### src/rtl/alu_pkg.sv
// Shared opcode constants and sequencer state encoding for the ALU command path.
package alu_pkg;

  localparam logic [2:0] OP_ADD = 3'b000;
  localparam logic [2:0] OP_SUB = 3'b001;
  localparam logic [2:0] OP_MUL = 3'b010;
  localparam logic [2:0] OP_DIV = 3'b011;
  localparam logic [2:0] OP_MOD = 3'b100;
  localparam logic [2:0] OP_EQ  = 3'b101;
  localparam logic [2:0] OP_GT  = 3'b110;
  localparam logic [2:0] OP_LT  = 3'b111;

  typedef enum logic [2:0] {
    ST_IDLE    = 3'd0,
    ST_GET_A   = 3'd1,
    ST_GET_B   = 3'd2,
    ST_EXEC    = 3'd3,
    ST_SEND_HI = 3'd4,
    ST_SEND_LO = 3'd5
  } seq_state_t;

  function automatic logic is_div_op(input logic [2:0] op);
    return (op == OP_DIV) || (op == OP_MOD);
  endfunction

endpackage

### src/rtl/alu_cmd_sequencer_if.sv
// Byte-serial command/result streams between the host transport and the sequencer.
interface alu_cmd_sequencer_if;
  logic [7:0] in_data;
  logic       in_valid;
  logic       in_ready;
  logic [7:0] out_data;
  logic       out_valid;
  logic       out_ready;

  modport master (
    output in_data, in_valid, out_ready,
    input  in_ready, out_data, out_valid
  );

  modport slave (
    input  in_data, in_valid, out_ready,
    output in_ready, out_data, out_valid
  );
endinterface

### src/rtl/cmd_timeout_counter.sv
// Inter-byte idle timer; expired is asserted on the cycle whose edge would make
// the count reach TIMEOUT_CYCLES. TIMEOUT_CYCLES = 0 removes the timer entirely.
module cmd_timeout_counter #(
  parameter int TIMEOUT_CYCLES = 255
) (
  input  logic clk,
  input  logic rst_n,
  input  logic enable,
  input  logic clear,
  output logic expired
);

  generate
    if (TIMEOUT_CYCLES > 0) begin : g_cnt
      localparam int CW = $clog2(TIMEOUT_CYCLES + 1);
      localparam logic [CW-1:0] LAST = CW'(TIMEOUT_CYCLES - 1);

      logic [CW-1:0] cnt_q;

      assign expired = enable && (cnt_q == LAST);

      // Expiry restarts the count so the pulse cannot repeat.
      always_ff @(posedge clk) begin
        if (!rst_n || clear || expired) begin
          cnt_q <= '0;
        end else if (enable) begin
          cnt_q <= cnt_q + CW'(1);
        end
      end
    end else begin : g_off
      assign expired = 1'b0;
    end
  endgenerate

endmodule

### src/rtl/alu_cmd_sequencer.sv
// Collects opcode/A/B bytes, drives the ALU from registers, returns the 16-bit
// result MSB first. Partial commands are dropped after an inter-byte timeout.
//
//   state      | meaning
//   -----------+----------------------------------------------
//   ST_IDLE    | waiting for opcode byte
//   ST_GET_A   | waiting for operand A byte
//   ST_GET_B   | waiting for operand B byte
//   ST_EXEC    | one cycle: capture ALU result and div_zero
//   ST_SEND_HI | presenting result[15:8]
//   ST_SEND_LO | presenting result[7:0]
module alu_cmd_sequencer
  import alu_pkg::*;
#(
  parameter int TIMEOUT_CYCLES = 255
) (
  input  logic                       clk,
  input  logic                       rst_n,
  alu_cmd_sequencer_if.slave         bus,
  output logic [7:0]                 alu_a,
  output logic [7:0]                 alu_b,
  output logic [2:0]                 alu_opcode,
  input  logic [15:0]                alu_result,
  output logic                       busy,
  output logic                       div_zero,
  output logic                       timeout_err
);

  seq_state_t  state_q;
  seq_state_t  state_d;
  logic [15:0] result_q;
  logic        in_get;
  logic        tmo_enable;
  logic        tmo_clear;
  logic        tmo_expired;

  // Ready is a pure state decode so no path exists from in_valid to in_ready.
  assign bus.in_ready = (state_q == ST_IDLE) || (state_q == ST_GET_A) || (state_q == ST_GET_B);
  assign in_get       = (state_q == ST_GET_A) || (state_q == ST_GET_B);
  assign tmo_enable   = in_get && !bus.in_valid;
  assign tmo_clear    = (state_q == ST_IDLE) || (in_get && bus.in_valid);

  assign bus.out_valid = (state_q == ST_SEND_HI) || (state_q == ST_SEND_LO);
  assign bus.out_data  = (state_q == ST_SEND_HI) ? result_q[15:8] :
                         (state_q == ST_SEND_LO) ? result_q[7:0]  : 8'h00;
  assign busy          = (state_q != ST_IDLE);

  cmd_timeout_counter #(
    .TIMEOUT_CYCLES(TIMEOUT_CYCLES)
  ) u_tmo (
    .clk     (clk),
    .rst_n   (rst_n),
    .enable  (tmo_enable),
    .clear   (tmo_clear),
    .expired (tmo_expired)
  );

  always_ff @(posedge clk) begin
    if (!rst_n) begin
      state_q <= ST_IDLE;
    end else begin
      state_q <= state_d;
    end
  end

  always_comb begin
    state_d = state_q;
    case (state_q)
      ST_IDLE: begin
        if (bus.in_valid) state_d = ST_GET_A;
      end
      ST_GET_A: begin
        if (bus.in_valid)     state_d = ST_GET_B;
        else if (tmo_expired) state_d = ST_IDLE;
      end
      ST_GET_B: begin
        if (bus.in_valid)     state_d = ST_EXEC;
        else if (tmo_expired) state_d = ST_IDLE;
      end
      ST_EXEC: begin
        state_d = ST_SEND_HI;
      end
      ST_SEND_HI: begin
        if (bus.out_ready) state_d = ST_SEND_LO;
      end
      ST_SEND_LO: begin
        if (bus.out_ready) state_d = ST_IDLE;
      end
      default: begin
        state_d = ST_IDLE;
      end
    endcase
  end

  // ALU operand registers only move on an input accept; a timeout leaves them as-is.
  always_ff @(posedge clk) begin
    if (!rst_n) begin
      alu_a       <= 8'h00;
      alu_b       <= 8'h00;
      alu_opcode  <= 3'b000;
      result_q    <= 16'h0000;
      div_zero    <= 1'b0;
      timeout_err <= 1'b0;
    end else begin
      timeout_err <= tmo_expired;
      case (state_q)
        ST_IDLE: begin
          if (bus.in_valid) begin
            alu_opcode <= bus.in_data[2:0];
            div_zero   <= 1'b0;
          end
        end
        ST_GET_A: begin
          if (bus.in_valid) alu_a <= bus.in_data;
        end
        ST_GET_B: begin
          if (bus.in_valid) alu_b <= bus.in_data;
        end
        ST_EXEC: begin
          result_q <= alu_result;
          div_zero <= is_div_op(alu_opcode) && (alu_b == 8'h00);
        end
        default: begin
        end
      endcase
    end
  end

endmodule

### src/flat_wrapper.sv
// flat-port wrapper written by rule: the top's interface ports become plain ports
module alu_cmd_sequencer_flat import alu_pkg::*;
#(
  parameter int TIMEOUT_CYCLES = 255
)
  (clk, rst_n, alu_a, alu_b, alu_opcode, alu_result, busy, div_zero, timeout_err, bus_in_data, bus_in_valid, bus_out_ready, bus_in_ready, bus_out_data, bus_out_valid);
  alu_cmd_sequencer_if bus_i ();
  input  logic clk;
  input  logic rst_n;
  output logic [7:0] alu_a;
  output logic [7:0] alu_b;
  output logic [2:0] alu_opcode;
  input  logic [15:0] alu_result;
  output logic busy;
  output logic div_zero;
  output logic timeout_err;
  input wire logic [$bits(bus_i.in_data)-1:0] bus_in_data;
  input wire logic [$bits(bus_i.in_valid)-1:0] bus_in_valid;
  input wire logic [$bits(bus_i.out_ready)-1:0] bus_out_ready;
  output wire logic [$bits(bus_i.in_ready)-1:0] bus_in_ready;
  output wire logic [$bits(bus_i.out_data)-1:0] bus_out_data;
  output wire logic [$bits(bus_i.out_valid)-1:0] bus_out_valid;
  assign bus_i.in_data = bus_in_data;
  assign bus_i.in_valid = bus_in_valid;
  assign bus_i.out_ready = bus_out_ready;
  assign bus_in_ready = bus_i.in_ready;
  assign bus_out_data = bus_i.out_data;
  assign bus_out_valid = bus_i.out_valid;
  alu_cmd_sequencer #(.TIMEOUT_CYCLES(TIMEOUT_CYCLES)) u_core (.clk(clk), .rst_n(rst_n), .bus(bus_i), .alu_a(alu_a), .alu_b(alu_b), .alu_opcode(alu_opcode), .alu_result(alu_result), .busy(busy), .div_zero(div_zero), .timeout_err(timeout_err));
endmodule
### config.mk
export PLATFORM = sky130hd
export DESIGN_NAME = alu_cmd_sequencer_flat
export DESIGN_NICKNAME = d
export VERILOG_FILES = /design/src/rtl/alu_pkg.sv /design/src/rtl/alu_cmd_sequencer_if.sv /design/src/rtl/cmd_timeout_counter.sv /design/src/rtl/alu_cmd_sequencer.sv /design/src/flat_wrapper.sv
export SDC_FILE = /design/constraint.sdc
export NUM_CORES = 1
export LEC_CHECK = 0
export CAP_MARGIN = 20
export CORE_ASPECT_RATIO = 0.9
export CORE_MARGIN = 2
export CORE_UTILIZATION = 48
export DETAILED_ROUTE_END_ITERATION = 7
export PLACE_DENSITY = 0.81
export SYNTH_ARGS = -nofsm -noshare
export SYNTH_HDL_FRONTEND = slang
export SYNTH_HIERARCHICAL = 1
export SYNTH_SLANG_ARGS = --single-unit
### constraint.sdc
create_clock -name clk -period 2.45 [get_ports clk]
set_input_delay 0.735 -clock clk [delete_from_list [all_inputs] [get_ports clk]]
set_output_delay 0.735 -clock clk [all_outputs]
set_load 0.05 [all_outputs]
==> out/qor.csv, run 1 <==
metric,value,unit
period_share,96.0,%
first_global_vias,1788,
dpl.hpwl,3680,um
post_synthesis_area_per_instance,9.43,um^2
drc_errors,0,
synth_compound_area_share,11.0,%
die_area,5260,um^2
routed_via_density,5.11,
detail_route.first_pass.iterations,4,
leakage,1.03,nW
wire_length_after_detailed_routing,5050,um
worst-setup-path-type,flip-flop to output pin,
worstPathRequired,1.71,ns
min_period,2.35,ns
worstSkewPairLatency,0.30,ns
fin_tns_setup,0,ns
worst_vdd_ir,0.402,mV
antenna_found_initial,0,
cp_cell_sequence,mux2i_1 -> nor2_1 -> buf_12,
critical_path.startpoint_type,flip-flop,
synthesis.yosys.warnings,6,
post-synth-top-area-cell,sky130_fd_sc_hd__dfxtp_1,
syn_inst,239,
rows,23,
wire_length_of_the_first_global_routing_pass,8490,um
initialDrtViolationCount,55,
outcome,finished clean,
cts_made_buffers,5,
globalRouteOverflowTotal,0,
final-max-slew-violation-count,0,
cts_htree_levels,2,
yosysMostFrequentCell,sky130_fd_sc_hd__dfxtp_1,
globalplace.congestion,0.776,
slew-limit-headroom,52.5,%
arrival,1.62,ns
rsz0062_at_grt,false,
port_buffers,59,
gr-usage-all-layers,19.7,%
crit_path_max_incr_delay,0.78,ns
yosys.area_share.xor_xnor,1.94,%
postPlaceCellArea,2960,um^2
utilization,67.6,%
timing.hold.worst.class,flip-flop to flip-flop,
grt_start_max_net_pins,23,
n_antenna_cell,0,
cts_resized,0,
report.power.total,1.56,mW
cell_types_occupying_the_most_area_after_synthesis,"sky130_fd_sc_hd__dfxtp_1 (43%), sky130_fd_sc_hd__mux2i_1 (12%), sky130_fd_sc_hd__nand2_1 (5.8%)",
cell_types_with_the_highest_counts_after_synthesis,"sky130_fd_sc_hd__dfxtp_1 (48), sky130_fd_sc_hd__nand2_1 (35), sky130_fd_sc_hd__mux2i_1 (27), sky130_fd_sc_hd__nor2b_1 (20), sky130_fd_sc_hd__nor2_1 (15)",
dominant_combinational_cell_family_by_area_after_synthesis,simple AND/OR/NAND/NOR gates,
netlist_area_before_placement,2250,um^2
ys.flop_type,sky130_fd_sc_hd__dfxtp_1,
sequential_share_of_the_synthesized_area,42.6,%
finalClockSkew,0.00446,ns
max_fo_critical_path,13,
max_fclk,425,MHz
finalNetCount,328,
cts_tree,done,
synth_simple_gate_area_share,24.6,%
routed_wire_length_per_instance,14.0,um
setup_viol_count_final,0,
cts.clk_slew.worst_paths,0.08,ns
hold-worst-slack,0.456,ns
synth-async-reset-ratio,0,%
layout-drive-gt1-share,10.4,%
route.antenna.remaining_nets,0,
synth-edff-count,0,
die_w,76.2,um
cts.hold.buffers_added,0,
max_slew.worst_pin.slew,0.711,ns
filler_cell_count,379,
clock_tree.root_cell,sky130_fd_sc_hd__clkbuf_8,
crit_path_end_kind,output pin,
boundaryPins,60,
post_synth_mux_area_share,12.0,%
cts_num_sinks,48,
netlist-cell-type-count,44,
core_area,4490,um^2
design_area,3040,um^2
post_cts_buffers,0,
cts_max_path_buffers,2,
route.vias.total,1840,
synth_fa_ha_area_share,1.55,%
chipHeight,69,um
max_cap_viol_count,0,
synth-seq-cells,48,
initial_utilization,50.2,%
p_per_area,515,nW/um^2
critical_path.slowest_cell,sky130_fd_sc_hd__dfxtp_1,
final-hold-violation-count,0,
mappedNetlistNets,269,
synth_top_area_share,42.6,%
r2r_slack,0.33,ns
syn_to_final_growth,34.7,%
[sequential cells by signal (all words and copies together) (netlist names)]
| register | cells |
|---|---|
| u_core/result_q | 16 |
| u_core/alu_a | 8 |
| u_core/alu_b | 8 |
| u_core/u_tmo/g_cnt.cnt_q | 8 |
| u_core/alu_opcode | 3 |
| u_core/state_q | 3 |
| u_core/div_zero | 1 |
| u_core/timeout_err | 1 |
[routing by layer]
| metal | up-vias | GRT usage (%) | wire length (um) |
|---|---|---|---|
| met5 | - | 0 | 0 |
| li1 | 935 | - | - |
| met4 | 0 | 5.45 | 59 |
| met3 | 7 | 4.71 | 236 |
| met2 | 48 | 32.8 | 2390 |
| met1 | 850 | 25.7 | 2360 |
[worst paths after layout]
check                                                 startpoint                                to  cells past startpoint
worst max-delay path              u_core/state_q[0]$_SDFFE_PN0P_                   bus_out_data[7]                      3
worst min-delay path            u_core/result_q[10]$_SDFFE_PN0P_  u_core/result_q[10]$_SDFFE_PN0P_                      2
worst max register to register    u_core/state_q[0]$_SDFFE_PN0P_   u_core/result_q[4]$_SDFFE_PN0P_                      4
worst min register to register  u_core/result_q[10]$_SDFFE_PN0P_  u_core/result_q[10]$_SDFFE_PN0P_                      2
[power by group]
part           internal (mW)  switching [mW]
Combinational          0.143           0.151
Clock                  0.194           0.249
Sequential             0.801          0.0247
[metrics by stage]
step | std cells | setup slack (ns)
after detailed placement | 353 | 0.0142
after floorplan | 239 | 0.256
after global routing | 360 | 0.0156
after global placement | 353 | 0.105
after CTS | 360 | 0.0648
final | 360 | 0.0986
[final cells by class]
type	instances	area, um^2	share of cell area [%]
multi-input cells	171	1150	38.0
flip-flops and latches	48	961	31.7
repair buffers	67	748	24.6
well taps	62	77.6	2.56
clock buffers	6	72.6	2.39
inverters	5	18.8	0.618
clock inverters	1	5.00	0.165
[logic make-up (layout without fill, tap and decap cells)]
kind of cell	after synthesis	in the layout
XOR/XNOR	5	5
buffers and inverters	20	79
AO/OA/AOI/OAI	35	35
AND/OR/NAND/NOR	101	101
adder cells (fa/ha/maj)	3	3
multiplexers	27	27
flip-flops	48	48
[worst max-delay path, delay by kind of cell (launching register included)]
family	cells	cell delay, ns
buf+inv	1	0.17
flops	1	0.78
mux	1	0.16
simple gates	1	0.21
[cell usage in the layout (no fill, tap or decap), drive strengths merged, types with 2 or more instances in the layout]
master / instances
o21ai: 4
a31oi: 2
nor4: 2
mux2i: 27
and3b: 3
buf: 19
and3: 2
nor2: 15
clkbuf: 6
a21boi: 16
nand2b: 3
or3: 2
inv: 5
nand4: 4
xnor2: 3
clkdlybuf4s50: 48
nand3: 3
xor2: 2
dfxtp: 48
a21oi: 4
and4bb: 2
nor2b: 20
nor3b: 2
ha: 2
nand2: 35
a211oi: 4
Power figures use the tool's default switching activity.
==> inputs of run 2 (changes only) <==
REMOVE_ABC_BUFFERS = 1   (was not set)
TNS_END_PERCENT = 50   (was not set)
==> run 2 against run 1 <==
Compared with the run above:
- clock power increased by 14%
- cell area increased by 0.91%
- sequential power decreased by 1%
- worst hold slack about the same
- count of clock-buffer cells in the layout unchanged
- power increased by 3.7%
- combinational power increased by 3%
- sequential share of layout area decreased by 0.28 points
- flip-flop and latch count unchanged
- first-iteration DRC count increased by 31%
- critical path depth decreased by 2
==> out/qor.csv, run 2 (synthesized netlist as in run 1, its figures left out) <==
metric,value,unit
outcome,finished clean,
place_ws,0.0752,ns
die_area,5260,um^2
globalRouteOverflowTotal,0,
critical_path.top_delay_family,buffers and inverters,
place_inst,354,
registers.top_by_ff_count,u_core/result_q,
dpl.hpwl,3530,um
critical_path.startpoint_type,flip-flop,
crit_path_end_kind,output pin,
most-common-layout-cells,"sky130_fd_sc_hd__clkdlybuf4s50_1 (48), sky130_fd_sc_hd__dfxtp_1 (48), sky130_fd_sc_hd__nand2_1 (35)",
max_cap_viol_count,0,
route.vias.total,1806,
cts_tree,done,
routed_wire_length_per_instance,13.7,um
routed_via_density,4.99,
final-hold-violation-count,0,
min_period,2.29,ns
max_fclk,437,MHz
hold_path.startpoint,u_core/result_q[10]$_SDFFE_PN0P_,
cts_max_path_buffers,2,
r2r_start,u_core/state_q[0]$_SDFFE_PN0P_,
antenna_found_initial,0,
setup_viol_count_final,0,
worst_vdd_ir,0.310,mV
cts.clk_slew.worst_paths,0.09,ns
initialDrtViolationCount,72,
timing.rr.end,u_core/state_q[1]$_SDFFE_PN0P_,
cts_num_sinks,48,
setup_slack,0.162,ns
crit_path_max_incr_delay,0.85,ns
max_reg_flops,16,
gr-usage-all-layers,19.6,%
timing.hold.worst.class,flip-flop to flip-flop,
worstSkewPairLatency,0.31,ns
max_slew.worst_pin.slew,0.710,ns
core_area,4490,um^2
period_share,93.4,%
worstPathRequired,1.71,ns
route.antenna.remaining_nets,0,
leakage,1.04,nW
detail_route.first_pass.iterations,4,
fin_tns_setup,0,ns
r2r_slack,0.71,ns
filler_cell_count,380,
wire_length_of_the_first_global_routing_pass,8340,um
boundaryPins,60,
wire_length_after_detailed_routing,4960,um
utilization,68.2,%
finalClockSkew,0.00606,ns
die_w,76.2,um
globalplace.congestion,0.834,
r2r_cells,8,
design_area,3060,um^2
clock_tree.root_cell,sky130_fd_sc_hd__clkbuf_8,
cp_cell_sequence,clkdlybuf4s50_1,
cts.hold.buffers_added,0,
chipHeight,69,um
worst-setup-path-type,flip-flop to output pin,
cts_resized,0,
initial_utilization,50.2,%
timing.hold.worst_endpoint,u_core/result_q[10]$_SDFFE_PN0P_,
finalNetCount,329,
min_path_cells,2,
worst-path-buf-inv,1,
post_cts_buffers,0,
grt_start_max_net_pins,27,
slew-limit-headroom,52.7,%
rows,23,
layout-drive-gt1-share,11.3,%
non_filler_instance_count_after_layout,362,
cts_made_buffers,5,
arrival,1.55,ns
critical_path.slowest_cell,sky130_fd_sc_hd__clkdlybuf4s50_1,
rsz0062_at_grt,false,
drc_errors,0,
postPlaceCellArea,2970,um^2
final-max-slew-violation-count,0,
syn_to_final_growth,35.9,%
cts_htree_levels,2,
n_antenna_cell,0,
port_buffers,59,
first_global_vias,1721,
p_per_area,529,nW/um^2
max_fo_critical_path,4,
[run 2: area by class of cell]
cell class              count  area (um^2)  area share, %
multi-input cells         171         1150           37.6
flip-flops and latches     48          961           31.4
repair buffers             68          756           24.7
clock buffers               6         82.6           2.70
well taps                  62         77.6           2.53
inverters                   5         18.8          0.613
clock inverters             2         15.0          0.490
[run 2: stage by stage]
stage	total power [mW]	hold slack, ns
floorplan	1.00	0.434
global placement	1.13	0.440
detailed placement	1.14	0.447
CTS	1.63	0.459
global route	1.68	0.479
finish	1.62	0.457
[run 2: tightest hold or removal path: cells and delay by family (launching register included)]
family	cells	cell delay [ns]
flip-flops	1	0.32
AO/OA/AOI/OAI	1	0.05
AND/OR/NAND/NOR	1	0.05
[run 2: layer usage]
metal	GRT usage, %	share of wire (%)	up-vias
li1	-	-	932
met1	25.0	47	838
met2	32.9	48	28
met3	3.40	2.6	8
met4	7.88	1.7	0
met5	0	0	-
[run 2: power breakdown]
group / internal (mW) / switching (mW) / total [mW]
sequential: 0.801 / 0.0141 / 0.815
clock: 0.229 / 0.275 / 0.504
combinational: 0.144 / 0.158 / 0.302
[run 2: worst max path at each step]
stage                                 startpoint                        endpoint  slack (ns)  cells past startpoint
3_5_place_dp                        bus_in_valid  u_core/state_q[1]$_SDFFE_PN0P_        0.08                      7
2_1_floorplan     u_core/state_q[0]$_SDFFE_PN0P_  u_core/state_q[1]$_SDFFE_PN0P_      -0.006                      7
5_1_grt        u_core/alu_opcode[0]$_SDFFE_PN0P_                   alu_opcode[0]        0.12                      1
4_1_cts        u_core/alu_opcode[0]$_SDFFE_PN0P_                   alu_opcode[0]        0.15                      1
3_3_place_gp                        bus_in_valid  u_core/state_q[1]$_SDFFE_PN0P_        0.10                      7
6_report       u_core/alu_opcode[0]$_SDFFE_PN0P_                   alu_opcode[0]        0.16                      1
